$ cat src/rtl/wave_meter.sv
// wave_meter: measures period (clock cycles) and per-period min/max of a 6-bit
// sampled waveform, using an adaptive threshold with hysteresis for edge detection.
module wave_meter #(
  parameter int CNT_W    = 27,
  parameter int HYST     = 4,
  parameter int THR_INIT = 32
) (
  input  logic             clk,
  input  logic             rst,
  input  logic [5:0]       din,
  output logic [CNT_W-1:0] period,
  output logic [5:0]       vmin,
  output logic [5:0]       vmax,
  output logic             valid,
  output logic             no_signal
);

  typedef enum logic [1:0] {
    WAIT_LOW  = 2'd0,
    WAIT_HIGH = 2'd1,
    RUN_HIGH  = 2'd2,
    RUN_LOW   = 2'd3
  } state_t;

  localparam logic [CNT_W-1:0] CNT_MAX   = {CNT_W{1'b1}};
  localparam logic [CNT_W-1:0] CNT_ONE   = CNT_W'(1);
  localparam logic [CNT_W-1:0] CNT_ZERO  = {CNT_W{1'b0}};
  localparam logic [6:0]       HYST_V    = 7'(HYST);
  localparam logic [6:0]       SPAN_MIN  = 7'(2 * HYST);
  localparam logic [6:0]       LEVEL_MAX = 7'd63;

  state_t           state_r;
  state_t           state_nxt_s;
  state_t           state_fsm_s;
  logic [5:0]       din_q_r;
  logic [5:0]       thr_r;
  logic [5:0]       run_min_r;
  logic [5:0]       run_max_r;
  logic [CNT_W-1:0] cnt_r;
  logic [6:0]       thr_sum_s;
  logic [6:0]       lo_s;
  logic [6:0]       hi_s;
  logic [6:0]       span_s;
  logic [6:0]       mid_s;
  logic             arm_s;
  logic             trig_s;
  logic             timeout_s;
  logic             seed_s;
  logic             meas_s;
  logic             cnt_clr_s;
  logic             running_s;

  // Hysteresis band around the current threshold, clamped to the 0..63 sample range.
  always_comb begin
    thr_sum_s = {1'b0, thr_r} + HYST_V;
    if (thr_sum_s > LEVEL_MAX) begin
      hi_s = LEVEL_MAX;
    end else begin
      hi_s = thr_sum_s;
    end
    if ({1'b0, thr_r} >= HYST_V) begin
      lo_s = {1'b0, thr_r} - HYST_V;
    end else begin
      lo_s = 7'd0;
    end
  end

  assign arm_s     = ({1'b0, din_q_r} <= lo_s);
  assign trig_s    = ({1'b0, din_q_r} >= hi_s);
  assign timeout_s = (cnt_r == CNT_MAX);
  assign span_s    = {1'b0, run_max_r} - {1'b0, run_min_r};
  assign mid_s     = ({1'b0, run_max_r} + {1'b0, run_min_r} + 7'd1) >> 1;

  // State register.
  always_ff @(posedge clk) begin
    if (rst) begin
      state_r <= WAIT_LOW;
    end else begin
      state_r <= state_nxt_s;
    end
  end

  // Next-state logic; a saturated counter overrides any crossing seen in the same cycle.
  always_comb begin
    state_fsm_s = state_r;
    case (state_r)
      WAIT_LOW:  if (arm_s)  state_fsm_s = WAIT_HIGH; else state_fsm_s = WAIT_LOW;
      WAIT_HIGH: if (trig_s) state_fsm_s = RUN_HIGH;  else state_fsm_s = WAIT_HIGH;
      RUN_HIGH:  if (arm_s)  state_fsm_s = RUN_LOW;   else state_fsm_s = RUN_HIGH;
      RUN_LOW:   if (trig_s) state_fsm_s = RUN_HIGH;  else state_fsm_s = RUN_LOW;
      default:   state_fsm_s = WAIT_LOW;
    endcase
    if (timeout_s) begin
      state_nxt_s = WAIT_LOW;
    end else begin
      state_nxt_s = state_fsm_s;
    end
  end

  // Per-state datapath controls.
  always_comb begin
    seed_s    = 1'b0;
    meas_s    = 1'b0;
    cnt_clr_s = 1'b0;
    running_s = 1'b0;
    case (state_r)
      WAIT_LOW:  cnt_clr_s = arm_s;
      WAIT_HIGH: seed_s = trig_s;
      RUN_HIGH:  running_s = 1'b1;
      RUN_LOW: begin
        running_s = 1'b1;
        seed_s    = trig_s;
        meas_s    = trig_s;
      end
      default: begin
        seed_s    = 1'b0;
        meas_s    = 1'b0;
        cnt_clr_s = 1'b0;
        running_s = 1'b0;
      end
    endcase
  end

  // Sample register, period counter, running extremes, threshold and registered outputs.
  always_ff @(posedge clk) begin
    if (rst) begin
      din_q_r   <= 6'd0;
      thr_r     <= 6'(THR_INIT);
      cnt_r     <= CNT_ZERO;
      run_min_r <= 6'd0;
      run_max_r <= 6'd0;
      period    <= CNT_ZERO;
      vmin      <= 6'd0;
      vmax      <= 6'd0;
      valid     <= 1'b0;
      no_signal <= 1'b0;
    end else begin
      din_q_r <= din;
      valid   <= 1'b0;
      if (timeout_s) begin
        cnt_r     <= CNT_ZERO;
        no_signal <= 1'b1;
      end else begin
        if (seed_s) begin
          cnt_r <= CNT_ONE;
        end else if (cnt_clr_s) begin
          cnt_r <= CNT_ZERO;
        end else begin
          cnt_r <= cnt_r + CNT_ONE;
        end
        // The trigger sample opens the next window, so it re-seeds instead of updating.
        if (seed_s) begin
          run_min_r <= din_q_r;
          run_max_r <= din_q_r;
        end else if (running_s) begin
          if (din_q_r < run_min_r) run_min_r <= din_q_r;
          if (din_q_r > run_max_r) run_max_r <= din_q_r;
        end
        if (meas_s) begin
          period    <= cnt_r;
          vmin      <= run_min_r;
          vmax      <= run_max_r;
          valid     <= 1'b1;
          no_signal <= 1'b0;
          if (span_s > SPAN_MIN) thr_r <= mid_s[5:0];
        end
      end
    end
  end

endmodule

$ cat config.mk
export PLATFORM = sky130hd
export DESIGN_NAME = wave_meter
export DESIGN_NICKNAME = d
export VERILOG_FILES = /design/src/rtl/wave_meter.sv
export SDC_FILE = /design/constraint.sdc
export NUM_CORES = 1
export LEC_CHECK = 0
export ABC_AREA = 1
export ABC_CLOCK_PERIOD_IN_PS = 5550
export BUFFER_PORTS_ARGS = -buffer_cell sky130_fd_sc_hd__buf_2
export CAP_MARGIN = 20
export CORE_MARGIN = 5
export CORE_UTILIZATION = 30
export CTS_BUF_LIST = sky130_fd_sc_hd__clkbuf_8
export CTS_CLUSTER_SIZE = 28
export DETAILED_ROUTE_END_ITERATION = 8
export PLACE_DENSITY = 0.57
export SKIP_LAST_GASP = 1
export SLEW_MARGIN = 20
export SYNTH_ARGS = -nofsm -noshare
export SYNTH_HDL_FRONTEND = slang
export SYNTH_SLANG_ARGS = --single-unit
$ cat constraint.sdc
create_clock -name clk -period 5.55 [get_ports clk]
set_input_delay 0.555 -clock clk [delete_from_list [all_inputs] [get_ports clk]]
set_output_delay 0.555 -clock clk [all_outputs]
set_load 0.005 [all_outputs]
==> impl_metrics.yaml <==
setup_path:
  ff2ff_path_depth: 19
  timing.rr.end: "vmax[5]"
  worstSetupPathType: "register to register"
  crit_chain: "ha_1 -> xor2_1 -> nand2_1 -> nor2_1 -> nand3_1 -> a21boi_1 -> nor2_1 -> ha_1 -> nand2_1 -> nor2_1 -> nand3_1 -> nand3_1 -> nand3_1 -> nor2_1 -> inv_2 -> nand2_1 -> inv_2 -> nand2_1 -> nand2_1"
  required_ns: 5.82
  cp_common_cell: "nand2_1"
  end_kind: "register"
  crit_family: "simple AND/OR/NAND/NOR gates"
  slowest_stage: "nor2_1"
  path_max_fanout: 38
  cp_num_buf_inv: 2
  r2r_setup_slack_ns: 1.90
  critPathArrivalTime_ns: 3.92
  worstSetupStartpointType: "register"
  max_stage_delay_ns: 0.55
  r2r_start: "thr_r[3]"
cts:
  root_buffer: "clkbuf_8"
  post_cts_resize_count: 0
  htreeDepth: 3
  cts_num_sinks: 94
  ctsHoldBuffers: 0
  clkLatencyLatePin_ns: 0.37
  cts_setup_buffers: 0
  cts_tree: "yes"
  clkTransAtPathRegs_ns: 0.10
  cts_buffers: 9
  cts_buffer_depth: 2
synthesis:
  synth-seq-cells: 94
  syn_area_per_cell_sq_um: 7.12
  seq_area_frac_synth_pct: 38.0
  synthArstFlopShare_pct: 0
  synth_nets: 745
  synth_cell_types: 33
  yosys_warnings: 0
  synth_edf_count: 0
  syn_inst: 695
  synthesis.area_sq_mm: 0.00495
  ys.flop_type: "dfxtp_1"
sta:
  fmax_ghz: 0.274
  hold_viol_final: 0
  fin_crit_ns: 3.65
  finalSetupViolCount: 0
  slew_violations: 0
  min_period_over_period_pct: 65.7
  layout_setup_ws_ns: 1.90
  tightest_slew_ns: 0.824
  rsz0062_at_grt: "false"
  max_slew_margin_pct: 44.7
  tns_ns: 0
  finClkSkew_ns: 0.0147
power_and_ir_drop:
  p_total_mw: 1.39
  combinationalPowerShare_pct: 13.1
  p_per_area_mw_per_mm2: 250
  p_leak_nw: 2.72
  ir_worst_vdd_mv: 0.113
  pwr-share-clk_pct: 36.3
  net-switching-power_mw: 0.387
  p_int_mw: 1.01
  share_seq_of_total_power_pct: 50.6
  switching_share_pct: 27.7
finish:
  final_core_util_pct: 34.0
  fin_nets: 784
  diodes: 0
  drive_gt1_share_pct: 11.0
  areaGrowthSynthToFinish_pct: 12.6
global_route:
  overflow: 0
  antenna_found_initial: 0
  grt_pass1_wl_mm: 19.1
  grt_pass1_vias: 3966
  grt.total_usage_pct: 11.8
  grt_max_degree: 40
placed_design:
  portBuffers: 48
  dp_hpwl_mm: 8.18
  gp_congestion: 0.820
  preCtsSetupSlack_ns: 1.91
floorplan:
  initial_core_util_pct: 30.2
  die_x_um: 138
  rows: 47
  die-area_sq_mm: 0.0192
  coreArea_sq_mm: 0.0164
  io_pins: 49
  die_h_um: 138
drt:
  drc: 0
  drtIter0Drc: 209
  drtAntennaViolNets: 0
  wl_met3_um: 564
  wl_per_cell_um: 11.5
  routed_wl_mm: 11.0
  vias: 4267
  wl_met2_mm: 4.54
  drt_first_pass_iters: 4
  top_layer_used: "met4"
  wl_met1_mm: 5.76
  viasPerCell: 4.45
status:
  status: "finished, final reports clean"
min_path:
  worstHoldPathType: "input port to register"
  holdPathStages: 3
  worstHoldStart: "din[1]"
  hold_end: "din_q_r[1]"
flow_run:
  maxCapViolations: 0
sequential cells by signal, summed over array words and instances, names as in the netlist:
name,count
run_min_r,6
din_q_r,6
state_r,2
valid,1
run_max_r,6
vmin,6
vmax,6
period,27
cnt_r,27
thr_r,6
no_signal,1
synth_stat cells, drive strengths merged, types with 2 or more instances:
library cell,count,area share (%)
a21boi,2,0.30
a21oi,33,3.3
a31oi,2,0.25
buf,11,1.8
clkbuf,11,0.83
dfxtp,94,38
fa,2,0.81
ha,40,10
inv,78,5.9
nand2,216,17
nand3,47,5.1
nand3b,3,0.45
nand4,9,1.1
nor2,94,7.5
nor3,7,0.71
o21ai,10,1.0
o21bai,3,0.45
or2,2,0.25
xnor2,10,1.8
xor2,18,3.2
worst register-to-register path, delay by kind of cell, from the launching register on:
kind	cells	cell delay (ns)
and+or+nand+nor	13	1.72
buffers and inverters	2	0.31
xor gates and xnor gates	1	0.20
adders and majority gates	2	0.53
AOI/OAI and AO/OA	1	0.34
DFF	1	0.44
layout by cell type (no fill, tap or decap), types with 7 or more instances in the layout:
master,count
inv_1,74
nor3_1,7
xnor2_1,10
dfxtp_1,94
nand3_1,45
a21oi_1,33
xor2_1,18
nand2_1,213
o21ai_0,9
nand4_1,9
nor2_1,90
ha_1,40
clkbuf_8,9
buf_2,48
worst max-delay path by stage:
stage / start / to / slack (ns) / cells past startpoint
2_1_floorplan: thr_r[4] / thr_r[3] / 2.70 / 19
3_3_place_gp: thr_r[3] / vmin[3] / 2.01 / 19
3_5_place_dp: thr_r[3] / period[21] / 1.91 / 19
4_1_cts: thr_r[3] / period[6] / 1.86 / 19
5_1_grt: thr_r[3] / vmin[2] / 1.35 / 19
6_report: thr_r[3] / vmax[5] / 1.90 / 19
metal layers:
layer	track usage, %	up-vias
li1	-	2250
met3	2.80	13
met1	16.9	1925
met5	0	-
met4	3.17	0
met2	17.8	79
power by group through the flow:
stage	clock [mW]	combinational, mW	sequential, mW
6_report	0.507	0.182	0.706
5_1_grt	0.552	0.215	0.708
4_1_cts	0.527	0.182	0.706
3_5_place_dp	0	0.180	0.722
3_3_place_gp	0	0.180	0.722
2_1_floorplan	0	0.147	0.713
cells by family (layout without fill, tap and decap cells):
logic type,Yosys count,after routing,share of synthesized area [%]
AOI/OAI and AO/OA,52,52,5.66
xor gates and xnor gates,28,28,4.95
adders and majority gates,42,42,10.9
buffers and inverters,100,144,8.54
DFF,94,94,38.0
and+or+nand+nor,379,379,31.9
final cells by class:
cell class,instances,area (sq um)
Fill cell,1788,10800
Multi-Input combinational cell,501,2650
Sequential cell,94,1880
Inverter,78,293
Tap cell,220,275
Timing Repair Buffer,50,255
Clock buffer,9,124
Clock inverter,7,97.6
stage by stage:
| step | instance area, sq um | cells | hold slack, ns |
|---|---|---|---|
| CTS | 5580 | 959 | 0.373 |
| global placement | 5350 | 943 | 0.427 |
| floorplan | 4950 | 695 | 0.441 |
| detailed placement | 5350 | 943 | 0.427 |
| global route | 5580 | 959 | 0.376 |
| finish | 5580 | 959 | 0.387 |
Power figures use the tool's default switching activity.
